File: src/rtl/dmem_lsu_pkg.sv
// Shared definitions for the SWT16 data-memory load/store unit.
package dmem_lsu_pkg;

  // The datapath is built around two byte lanes, so the word width is fixed.
  localparam int LSU_WORD_WIDTH = 16;
  localparam int LSU_ADDR_WIDTH = 12;

  // Cycles from the accept cycle to the response pulse, per request kind.
  localparam int LAT_WORD_STORE = 2;
  localparam int LAT_ERROR      = 2;
  localparam int LAT_LOAD       = 3;
  localparam int LAT_BYTE_STORE = 4;

  typedef enum logic [2:0] {
    ST_IDLE    = 3'd0,
    ST_ISSUE   = 3'd1,
    ST_CAPTURE = 3'd2,
    ST_RMW_WR  = 3'd3,
    ST_ERR     = 3'd4
  } lsu_state_e;

  // A word access to an odd byte address cannot be served by the word-wide dmem.
  function automatic logic is_misaligned(input logic is_byte, input logic addr_lsb);
    return !is_byte && addr_lsb;
  endfunction

endpackage

File: src/rtl/dmem_lsu_byte_lane.sv
// Byte-lane helper: extracts a byte for loads and merges a byte for stores.
// Lanes are little-endian: lane 0 is bits [7:0], lane 1 is bits [15:8].
module dmem_byte_lane
  import dmem_lsu_pkg::*;
(
  input  logic [LSU_WORD_WIDTH-1:0] load_word,
  input  logic                      lane,
  input  logic                      is_signed,
  input  logic [7:0]                store_byte,
  output logic [LSU_WORD_WIDTH-1:0] load_result,
  output logic [LSU_WORD_WIDTH-1:0] store_merged
);

  logic [7:0] lane_byte;

  // Select the addressed lane, extend it, and build the read-modify-write word.
  always_comb begin
    lane_byte    = lane ? load_word[15:8] : load_word[7:0];
    load_result  = {{8{is_signed & lane_byte[7]}}, lane_byte};
    store_merged = lane ? {store_byte, load_word[7:0]} : {load_word[15:8], store_byte};
  end

endmodule

File: src/rtl/dmem_lsu.sv
// Load/store initiator for the SWT16 data memory: one request per handshake,
// byte loads by lane extract, byte stores by read-modify-write.
module dmem_lsu
  import dmem_lsu_pkg::*;
#(
  parameter int WORD_WIDTH = LSU_WORD_WIDTH,
  parameter int ADDR_WIDTH = LSU_ADDR_WIDTH
) (
  input  logic                  clock,
  input  logic                  reset,
  input  logic                  in_req_valid,
  output logic                  out_req_ready,
  input  logic                  in_req_we,
  input  logic                  in_req_byte,
  input  logic                  in_req_signed,
  input  logic [ADDR_WIDTH-1:0] in_req_addr,
  input  logic [WORD_WIDTH-1:0] in_req_wdata,
  output logic                  out_rsp_valid,
  output logic                  out_rsp_err,
  output logic [WORD_WIDTH-1:0] out_rsp_rdata,
  output logic [ADDR_WIDTH-1:0] out_mem_addr_rd,
  output logic [ADDR_WIDTH-1:0] out_mem_addr_wr,
  output logic [WORD_WIDTH-1:0] out_mem_word,
  output logic                  out_mem_write_en,
  input  logic [WORD_WIDTH-1:0] in_mem_word
);

  lsu_state_e state_q, state_d;

  logic                  req_we_q, req_we_d;
  logic                  req_byte_q, req_byte_d;
  logic                  req_signed_q, req_signed_d;
  logic [ADDR_WIDTH-1:0] req_addr_q, req_addr_d;
  logic [WORD_WIDTH-1:0] req_wdata_q, req_wdata_d;
  logic [WORD_WIDTH-1:0] merge_q, merge_d;

  logic                  rsp_valid_q, rsp_valid_d;
  logic                  rsp_err_q, rsp_err_d;
  logic [WORD_WIDTH-1:0] rsp_rdata_q, rsp_rdata_d;

  logic                  accept;
  logic                  word_store_issue;
  logic [WORD_WIDTH-1:0] lane_load;
  logic [WORD_WIDTH-1:0] lane_merged;

  dmem_byte_lane u_byte_lane (
    .load_word    (in_mem_word),
    .lane         (req_addr_q[0]),
    .is_signed    (req_signed_q),
    .store_byte   (req_wdata_q[7:0]),
    .load_result  (lane_load),
    .store_merged (lane_merged)
  );

  // Handshake and dmem port drive; everything is forced quiet while reset is high.
  always_comb begin
    out_req_ready    = (state_q == ST_IDLE) && !reset;
    accept           = in_req_valid && out_req_ready;
    word_store_issue = (state_q == ST_ISSUE) && req_we_q && !req_byte_q;
    out_mem_write_en = !reset && (word_store_issue || (state_q == ST_RMW_WR));
    out_mem_addr_rd  = (!reset && (state_q == ST_ISSUE)) ? req_addr_q : '0;
    out_mem_addr_wr  = out_mem_write_en ? req_addr_q : '0;
    out_mem_word     = '0;
    if (out_mem_write_en) begin
      out_mem_word = word_store_issue ? req_wdata_q : merge_q;
    end
    out_rsp_valid    = rsp_valid_q && !reset;
    out_rsp_err      = rsp_err_q && !reset;
    out_rsp_rdata    = reset ? '0 : rsp_rdata_q;
  end

  // Next-state, request latch and response computation for the access sequence.
  always_comb begin
    state_d      = state_q;
    req_we_d     = req_we_q;
    req_byte_d   = req_byte_q;
    req_signed_d = req_signed_q;
    req_addr_d   = req_addr_q;
    req_wdata_d  = req_wdata_q;
    merge_d      = merge_q;
    rsp_valid_d  = 1'b0;
    rsp_err_d    = 1'b0;
    rsp_rdata_d  = '0;
    case (state_q)
      ST_IDLE: begin
        if (accept) begin
          req_we_d     = in_req_we;
          req_byte_d   = in_req_byte;
          req_signed_d = in_req_signed;
          req_addr_d   = in_req_addr;
          req_wdata_d  = in_req_wdata;
          state_d      = is_misaligned(in_req_byte, in_req_addr[0]) ? ST_ERR : ST_ISSUE;
        end
      end
      ST_ISSUE: begin
        if (req_we_q && !req_byte_q) begin
          rsp_valid_d = 1'b1;
          state_d     = ST_IDLE;
        end else begin
          state_d = ST_CAPTURE;
        end
      end
      ST_CAPTURE: begin
        if (req_we_q) begin
          merge_d = lane_merged;
          state_d = ST_RMW_WR;
        end else begin
          rsp_rdata_d = req_byte_q ? lane_load : in_mem_word;
          rsp_valid_d = 1'b1;
          state_d     = ST_IDLE;
        end
      end
      ST_RMW_WR: begin
        rsp_valid_d = 1'b1;
        state_d     = ST_IDLE;
      end
      ST_ERR: begin
        rsp_valid_d = 1'b1;
        rsp_err_d   = 1'b1;
        state_d     = ST_IDLE;
      end
      default: state_d = ST_IDLE;
    endcase
  end

  // State, request and response registers; reset aborts any operation in flight.
  always_ff @(posedge clock) begin
    if (reset) begin
      state_q      <= ST_IDLE;
      req_we_q     <= 1'b0;
      req_byte_q   <= 1'b0;
      req_signed_q <= 1'b0;
      req_addr_q   <= '0;
      req_wdata_q  <= '0;
      merge_q      <= '0;
      rsp_valid_q  <= 1'b0;
      rsp_err_q    <= 1'b0;
      rsp_rdata_q  <= '0;
    end else begin
      state_q      <= state_d;
      req_we_q     <= req_we_d;
      req_byte_q   <= req_byte_d;
      req_signed_q <= req_signed_d;
      req_addr_q   <= req_addr_d;
      req_wdata_q  <= req_wdata_d;
      merge_q      <= merge_d;
      rsp_valid_q  <= rsp_valid_d;
      rsp_err_q    <= rsp_err_d;
      rsp_rdata_q  <= rsp_rdata_d;
    end
  end

endmodule

File: config.mk
export PLATFORM = sky130hd
export DESIGN_NAME = dmem_lsu
export DESIGN_NICKNAME = d
export VERILOG_FILES = /design/src/rtl/dmem_lsu_pkg.sv /design/src/rtl/dmem_lsu_byte_lane.sv /design/src/rtl/dmem_lsu.sv
export SDC_FILE = /design/constraint.sdc
export NUM_CORES = 1
export LEC_CHECK = 0
export ABC_AREA = 0
export CORE_AREA = 2 2 84 86
export CTS_BUF_LIST = sky130_fd_sc_hd__clkbuf_8
export CTS_CLUSTER_DIAMETER = 30
export DETAILED_ROUTE_END_ITERATION = 10
export DIE_AREA = 0 0 86 88
export DONT_BUFFER_PORTS = 1
export GPL_TIMING_DRIVEN = 0
export PLACE_DENSITY_LB_ADDON = 0.1
export SETUP_SLACK_MARGIN = 0.4
export SLEW_MARGIN = 20
export SYNTH_ARGS = -nofsm -noshare
export SYNTH_HDL_FRONTEND = slang
export SYNTH_SLANG_ARGS = --single-unit
File: constraint.sdc
create_clock -name clock -period 2 [get_ports clock]
set_input_delay 0.2 -clock clock [delete_from_list [all_inputs] [get_ports clock]]
set_output_delay 0.2 -clock clock [all_outputs]
set_load 0.03 [all_outputs]
# Word level (Yosys, flattened, before mapping)
# Index checks and enable logic that the tools add are counted.
op_classes:
  n_bitwise: 2
  muxes: 17
  reduce_logical: 19
  n_eq_ne: 5
op_table:
  columns: ["op", "n"]
  rows:
  - ["2-to-1 mux 16 bit", 5]
  - ["2-to-1 mux 12 bit", 2]
  - ["logical AND 1 bit", 10]
  - ["one-hot mux 3 bit (3 select lines)", 1]
  - ["2-to-1 mux 8 bit", 1]
  - ["equality test 3 x 2 -> 1 bit, second input constant", 2]
  - ["2-to-1 mux 3 bit", 2]
  - ["2-to-1 mux 2 bit", 2]
  - ["AND reduction 2 bit", 2]
  - ["equality test 3 x 1 -> 1 bit, second input constant", 1]
  - ["equality test 3 bit, second input constant", 1]
  - ["logical NOT 1 bit", 3]
  - ["logical NOT 3 bit", 1]
  - ["2-to-1 mux 1 bit", 3]
  - ["one-hot mux 1 bit (3 select lines)", 1]
  - ["OR reduction 3 bit", 1]
  - ["!= test 2 bit, second input constant", 1]
  - ["OR reduction 2 bit", 1]
  - ["AND 1 bit", 1]
  - ["logical OR 1 bit", 1]
  - ["inverter 1 bit", 1]
word_totals:
  output_inout_bits: 60
  register_bits: 68
  wordCells: 53
  in_bits: 50

# Longest topological paths before layout
# Gate-level depths: netlist of run 1.
logic_depth:
  depth_word: 6
  ltp_mapped: 6
  ltp_nobuf: 4

# Modules after synthesis
# A second synthesis of run 1 with hierarchy kept.
hier_totals:
  hier_cells: 431
  area_unflattened_um2: 3570.9
by_module_without_submodules:
  columns: ["module", "instances", "area_per_inst_um2", "seq_area_each_um2", "cells_per_inst"]
  rows:
  - ["dmem_lsu", 1, 3198.1, 1361.3, 396]
  - ["dmem_byte_lane", 1, 372.9, 0.0, 35]

# Worst setup path before layout of run 1
# Ideal clock, no wire load.
synth_path:
  path_kind: "register -> output"
  from: "register state_q[0]"
  to: "output port out_mem_word[10]"
  n_path_buf: 2
  arrival_ns: 1.665
  setup_slack_ns: 0.135
  stages_incl_launch_ff: 6
  cell_sequence: "dfxtp_1 > or2b_1 > a211o_1 > buf_6 > buf_6 > a21oi_1"
synth_between:
  elab_chain_len: 6
  word_cells_on_any_way: 8
  cone_classes: "eq/ne: 2; mux: 2; reduce/logical: 4"
synth_lines:
  columns: ["item", "line", "source"]
  rows:
  - ["from (decl)", "dmem_lsu.sv:28", "lsu_state_e state_q, state_d;"]
  - ["from (signal assigned)", "dmem_lsu.sv:140", "state_q <= state_d;"]
  - ["equality test 3 x 1 -> 1 bit", "dmem_lsu.sv:59", "word_store_issue = (state_q == ST_ISSUE) && req_we_q && !req_byte_q;"]
  - ["logical AND 1 bit (2 in series)", "dmem_lsu.sv:59", null]
  - ["logical OR 1 bit", "dmem_lsu.sv:60", "out_mem_write_en = !reset && (word_store_issue || (state_q == ST_RMW_WR));"]
  - ["logical AND 1 bit", "dmem_lsu.sv:60", null]
  - ["2-to-1 mux 16 bit (*)", "dmem_lsu.sv:64", "if (out_mem_write_en) begin"]
  - ["to (decl)", "dmem_lsu.sv:23", "output logic [WORD_WIDTH-1:0] out_mem_word,"]
# Mark *: on every way between the ends. The rest lies on a longest branch, timed or not.

# Worst setup path after layout of run 1
layout_path:
  from: "register state_q[1]"
  to: "output port out_mem_word[13]"
# The elaborated chain is that of the path after synthesis.

==> summary.md, run 1 <==
| Metric | Value |
|---|---|
| Status | `finished with violations` |
| Failing checks | `negative hold slack, negative setup slack` |
| FF+latch count, synth | `68` |
| WHS | `-0.006237 ns` |
| Layout Cells excl Fill | `569` |
| First-pass DRT Iterations | `7` |
| Post-Syn Area | `0.003274 sq mm` |
| Arr. time, crit path | `1.83 ns` |
| CTS max path bufs | `2` |
| Commonest non-fill, non-tap cell in the layout | `dfxtp_1` |
| Dpl cells | `about 500` |
| Worst skew pair latency | `roughly 0.36 ns` |
| Final-report max-slew violation count | `0` |
| Async set-reset flop share out of synthesis | `0%` |
| Pwr dens | `666.1 mW/mm^2` |
| Fin crit period | `2.031 ns` |
| Final cycle utilization of the critical path | `101.6%` |
| Clock Pin Slew Worst Setup and Hold Paths | `0.08 ns` |
| Crit end category | `output port` |
| Die ar. | `0.007568 sq mm` |
| Root buffer cell | `clkbuf_8` |
| Ant. Diodes | `0` |
| Multiplexer share of the synthesized area | `5.235%` |
| Initial Util | `49.28%` |
| Std-Cell Rows | `30` |
| Largest net degree at the start of global routing | `13` |
| Cts bufs inserted | `9` |
| # clock sinks | `68` |
| Cell accounting for the most synthesized area | `dfxtp_1` |
| Most frequent cells in the layout | `dfxtp_1, dlygate4sd3_1, nand3_1` |
| Average size of a mapped cell | `8.025 sq um` |
| Largest family of logic cells by synthesized area | `simple AND/OR/NAND/NOR gates` |
| Tot GR Track Use | `27.95%` |
| Worst Setup Path Type | `flip-flop to output port` |
| Post-synthesis compound-gate area fraction | `21.21%` |
| I/O Buffers | `0` |
| Post-synthesis adder-cell area fraction | `0%` |
| Antenna violations before repair | `0` |
| DRT antenna net count | `0` |
| Hold Violations, Final | `6` |
| Post-synthesis cell count | `408` |
| Static leakage | `1.656 nW` |
| Wirelength per Cell | `slightly above 20 um` |
| Vias per cell | `~6.1` |
| CTS tree | `done` |
| IO Pins | `110` |
| Total number of vias | `roughly 3500` |
| Die H | `88 um` |
| Max Cap Viol | `0` |
| First-pass GRT wire length | `approximately 16 mm` |
| CP startpoint kind | `flip-flop` |
| RSZ-0062 raised after global routing | `yes` |
| XOR/XNOR Fraction of Synth Area | `0%` |
| Syn_nets | `between 400 and 500` |
| Netlist cell types | `31` |
| Worst Max-Slew Pin Slew | `0.8295 ns` |
| Clock Skews | `0.01573 ns` |
| Die W | `86 um` |
| Htree depth | `3` |
| Final wirelength | `11.73 mm` |
| Critical Path RT | `~1.8 ns` |
| Synth-to-Final Area Change | `54.18%` |
| Synth warnings | `0` |
| RePlAce Congestion | `0.8420` |
| VDD IR max | `0.4601 mV` |
| Residual DRC | `0` |
| DP Wirelength | `between 6 and 7 mm` |
| Congestion Overflow GR | `0` |
| Fmax | `0.4923 GHz` |
| EDFF count, synth | `0` |
| Nets | `between 500 and 600` |
| Synth Area in Simple Gates | `24.88%` |
| PnR worst setup slack | `-0.03128 ns` |
| Synth area leaders | `dfxtp_1, a21oi_1, nand3_1` |
| Top_reg_cell synth | `dfxtp_1` |
| Vias in the first global route | `3237` |
| CP Max Fanout | `10` |
| Setup-failing EPs final | `19` |
| Fraction of layout instances using a drive strength above 1 | `roughly two fifths` |
| Headroom to the max-slew limit | `44.70%` |
| Hold Crit Class | `primary input to flip-flop` |
| Seq/Total Area, Yosys | `41.57%` |
| Share of the synthesized area in the top cell type | `41.57%` |
| Starting DRT DRC Count | `237` |
| Core area | `between 0.006 and 0.007 sq mm` |
metrics by stage:
step	total power, W	setup TNS, ns	instance area (sq um)	utilization, %	worst slack, ns
5_1_grt	0.003438	-0.6567	5049	75.99	-0.04969
4_1_cts	0.003211	0	4572	68.81	0.01444
3_5_place_dp	0.001719	0	3500	52.67	0.1548
2_1_floorplan	0.001653	0	3400	-	0.3083
3_3_place_gp	0.001714	0	3500	52.67	0.1670
6_report	0.003363	-0.3346	5049	75.99	-0.03128
final timing paths:
check	start	slack, ns	cells after the start	end
worst max-delay path	state_q[1]	-0.03	5	out_mem_word[13]
worst min-delay path	in_mem_word[13]	-0.006	2	rsp_rdata_q[13]
worst max register to register	state_q[2]	0.04	8	req_addr_q[1]
worst min register to register	req_addr_q[5]	0.48	2	req_addr_q[5]
cell families after synthesis:
logic type	count (synthesis)
AO/OA/AOI/OAI	129
buffers and inverters	46
flip-flops	68
multiplexers	17
AND/OR/NAND/NOR	148
area by class of cell:
type                            instances  area [sq um]
Tap cell                               80         100.1
Inverter                                5         36.28
Fill cell                             474          1595
Clock inverter                          7         115.1
Sequential cell                        68          1371
Clock buffer                            9         123.9
Multi-Input combinational cell        294          2292
Timing Repair Buffer                   65         691.9
Buffer                                 41         317.8
power by group:
part / switching, W / leakage (nW) / internal, W
registers: 0.0000388 / 0.554 / 0.00139
clock network: 0.000581 / 0.115 / 0.000823
logic: 0.000288 / 0.987 / 0.000238
synth_stat cells, drive strengths merged (2+ instances only):
library cell and number:
buf 17, and4bb 2, o21ai 47, nand3 58
nand2b 10, and2 24, nor3 4, inv 3
dfxtp 68, nor2 16, mux2i 16, a211oi 16
clkinv 2, clkbuf 24, a21oi 63, nor2b 18
nand2 10
sequential cells by signal (all words and copies together) (netlist names):
register	cells
req_byte_q	1
req_signed_q	1
req_we_q	1
req_wdata_q	16
rsp_rdata_q	16
rsp_valid_q	1
rsp_err_q	1
merge_q	16
state_q	3
req_addr_q	12
worst max-delay path, cell delays in order, from the launching register on:
cell	delay, ns
dfxtp_2	0.44
inv_2	0.14
a211o_1	0.31
buf_12	0.16
buf_12	0.16
a21oi_4	0.24
timing repair:
item / CTS / global route
resized for setup: 96 / 120
buffers inserted: 14 / 5
setup endpoints to repair: 81 / 95
pin swaps: 9 / 46
gates cloned: 6 / 0
hold buffers: 38 / 2
hold endpoints to repair: 39 / 2
per-layer routing:
layer | share of wire, % | GRT usage (%) | vias up | wire [um]
met4 | 3.5 | 11.98 | 0 | 409
met3 | 6.5 | 5.372 | 33 | 768
met1 | 40 | 35.44 | 1674 | 4678
met5 | 0 | 0 | - | 0
met2 | 50 | 46.58 | 168 | 5878
li1 | - | - | 1591 | -
Power figures use the tool's default switching activity.
==> run 2, diff against run 1 <==
--- a/config.mk
+++ b/config.mk
@@ -6,11 +6,11 @@
 export NUM_CORES = 1
 export LEC_CHECK = 0
 export ABC_AREA = 0
-export CORE_AREA = 2 2 84 86
+export CORE_AREA = 2 2 88 90
 export CTS_BUF_LIST = sky130_fd_sc_hd__clkbuf_8
 export CTS_CLUSTER_DIAMETER = 30
 export DETAILED_ROUTE_END_ITERATION = 10
-export DIE_AREA = 0 0 86 88
+export DIE_AREA = 0 0 90 92
 export DONT_BUFFER_PORTS = 1
 export GPL_TIMING_DRIVEN = 0
 export PLACE_DENSITY_LB_ADDON = 0.1
@@ -18,4 +18,5 @@
 export SLEW_MARGIN = 20
 export SYNTH_ARGS = -nofsm -noshare
 export SYNTH_HDL_FRONTEND = slang
+export SYNTH_HIERARCHICAL = 1
 export SYNTH_SLANG_ARGS = --single-unit
==> run 2 against run 1 <==
The run ends with negative setup slack left. Sequential power is essentially flat. Core utilization fell by 1.1 points. Combinational power increased by 31%. Die area increased by 9.4%. Worst setup slack got worse by 0.065 ns. Wire length is 0.14% higher. Global-route usage down 1.9 points. Via count decreased by 2.6%. Count of clock-buffer cells in the layout is 2 higher. Clock power is 28% lower. Flip-flop and latch count unchanged. Largest power group unchanged.
==> summary.md, run 2 <==
| Metric | Value |
|---|---|
| Status | `finished with violations` |
| Failing checks | `negative setup slack` |
| Commonest cells in the synthesized netlist | `dfxtp_1, a21oi_1, nand3_1, o21ai_0, nand2_1` |
| Most numerous cell in the Yosys netlist | `dfxtp_1` |
| Final Util | `74.93%` |
| Hold Crit Class | `primary input to flip-flop` |
| I/O Buffers | `0` |
| Max Cap Viol | `0` |
| Root buffer cell | `clkbuf_8` |
| CTS max path bufs | `2` |
| Final wirelength | `approximately 12 mm` |
| Htree depth | `3` |
| Cts bufs inserted | `9` |
| Worst Max-Slew Pin Slew | `1.156 ns` |
| Critical Path RT | `1.80 ns` |
| First-pass GRT wire length | `17.13 mm` |
| Syn_nets | `481` |
| Std-Cell Rows | `32` |
| Clock Pin Slew Worst Setup and Hold Paths | `roughly 0.070 ns` |
| Most frequent cells in the layout | `dfxtp_1, nand2_1, dlygate4sd3_1` |
| # clock sinks | `68` |
| Static leakage | `1.864 nW` |
| Largest regs | `merge_q (16), req_wdata_q (16), rsp_rdata_q (16)` |
| Met1 WL | `4.857 mm` |
| Largest net degree at the start of global routing | `11` |
| Worst skew pair latency | `0.35 ns` |
| Met2 wire length | `6.038 mm` |
| EDFF count, synth | `0` |
| Initial Util | `47.95%` |
| Top sig layer | `met4` |
| Vias in the first global route | `about 3400` |
| Fraction of layout instances using a drive strength above 1 | `49.31%` |
| Netlist cell types | `38` |
| Core area | `0.007447 sq mm` |
| Hold Violations, Final | `0` |
| FF-to-FF path depth | `10` |
| CP max stage cell | `dfxtp_2` |
| DP Wirelength | `around 6.8 mm` |
| CTS tree | `done` |
| Die W | `90 um` |
| Fin crit period | `approximately 2.1 ns` |
| RSZ-0062 raised after global routing | `yes` |
| Starting DRT DRC Count | `130` |
| VDD IR max | `0.3605 mV` |
| Post-Syn Area | `about 0.0036 sq mm` |
| Vias per cell | `5.542` |
| Arr. time, crit path | `1.90 ns` |
| Share of the synthesized area in the top cell type | `a little under two fifths` |
| RePlAce Congestion | `0.8418` |
| Die ar. | `0.008280 sq mm` |
| CP Max Fanout | `7` |
| Seq/Total Area, Yosys | `38.12%` |
| FF+latch count, synth | `68` |
| Pwr dens | `562.9 mW/mm^2` |
| DRT antenna net count | `0` |
| Async set-reset flop share out of synthesis | `0%` |
| Wirelength per Cell | `19.29 um` |
| Fmax | `~0.48 GHz` |
| Top_reg_cell synth | `dfxtp_1` |
| Synth-to-Final Area Change | `56.27%` |
| Cell chain of the critical path | `buf_6 > or2b_1 > a211o_1 > buf_8 > clkinv_8 > buf_12 > and2_4` |
| Met3 WL | `646 um` |
| Headroom to the max-slew limit | `22.90%` |
| Hold depth | `2` |
| Die H | `92 um` |
| Crit end category | `output port` |
| Antenna violations before repair | `0` |
| Post-synthesis cell count | `431` |
| Final-report max-slew violation count | `0` |
| Final cycle utilization of the critical path | `104.8%` |
| Residual DRC | `0` |
| Clock Skews | `0.01123 ns` |
| Average size of a mapped cell | `8.285 sq um` |
| Tot GR Track Use | `26.04%` |
| Synth area leaders | `dfxtp_1, a21oi_1, mux2_2` |
| PnR worst setup slack | `-0.09585 ns` |
| First-pass DRT Iterations | `4` |
| Synth warnings | `6` |
| CP startpoint kind | `flip-flop` |
| Ant. Diodes | `0` |
| Worst Setup Path Type | `flip-flop to output port` |
| Slowest stage delay, CP | `0.34 ns` |
| Nets | `553` |
| Dpl cells | `533` |
| Congestion Overflow GR | `0` |
| Layout Cells excl Fill | `609` |
| Cell accounting for the most synthesized area | `dfxtp_1` |
| Commonest non-fill, non-tap cell in the layout | `dfxtp_1` |
| IO Pins | `110` |
| Total number of vias | `approximately 3400` |
| Setup-failing EPs final | `39` |
## run 2: report_power, final
group          internal, W  switching, W  total, W
clock             0.000498      0.000511   0.00101
sequential         0.00139     0.0000492   0.00144
combinational     0.000358      0.000332  0.000690
## run 2: cell type report
type                       count  area [sq um]
multi-input combinational    309          2625
fill                         546          1867
sequential                    68          1370
timing repair buffer          61         764.5
buffer                        49         488.0
clock buffer                  11         151.4
tap                          102         127.6
inverter                       5         36.28
clock inverter                 4         17.52
## run 2: kinds of logic after synthesis
family / Yosys count / share of synthesized area, %
compound gates: 113 / 16.08
simple gates: 156 / 23.09
mux: 40 / 12.26
flops: 68 / 38.12
buf+inv: 54 / 10.44
## run 2: final timing paths
check / startpoint / end / slack, ns
setup / recovery: state_q[0] / out_mem_addr_wr[10] / -0.1
hold reg to reg: merge_q[15] / merge_q[15] / 0.46
hold / removal: in_req_addr[4] / req_addr_q[4] / 0.005
setup reg to reg: state_q[0] / req_addr_q[0] / 0.12
## run 2: through the flow
step	setup TNS, ns	hold WS (ns)	area [sq um]	power, W	setup slack [ns]
finish	-2.474	0.004755	5580	0.003141	-0.09585
global route	-3.918	0.007002	5580	0.003236	-0.1344
CTS	-1.847	0.0009076	5024	0.003009	-0.07585
detailed placement	0	0.3546	3877	0.001790	0.1251
global placement	0	0.3487	3877	0.001784	0.1300
floorplan	0	0.3439	3750	0.001720	0.2931
## run 2: metal layers
layer / up-vias / GRT usage, %
met5: - / 0
met4: 0 / 8.974
met3: 20 / 5.752
met2: 102 / 44.49
met1: 1625 / 32.57
li1: 1628 / -
## run 2: what timing repair did
| item | CTS | global route |
|---|---|---|
| pin swaps | 35 | 35 |
| endpoints found under the hold margin | 24 | 4 |
| buffers inserted | 17 | 8 |
| setup endpoints to repair | 80 | 95 |
| gates cloned | 7 | 1 |
| resized for setup | 146 | 116 |
| hold buffers | 24 | 4 |
## run 2: worst max-delay path: cells and delay by family, from the launching register on
kind                   cells  cell delay [ns]
buffers and inverters      4             0.48
DFF                        1             0.34
and+or+nand+nor            2             0.46
AOI/OAI and AO/OA          1             0.27
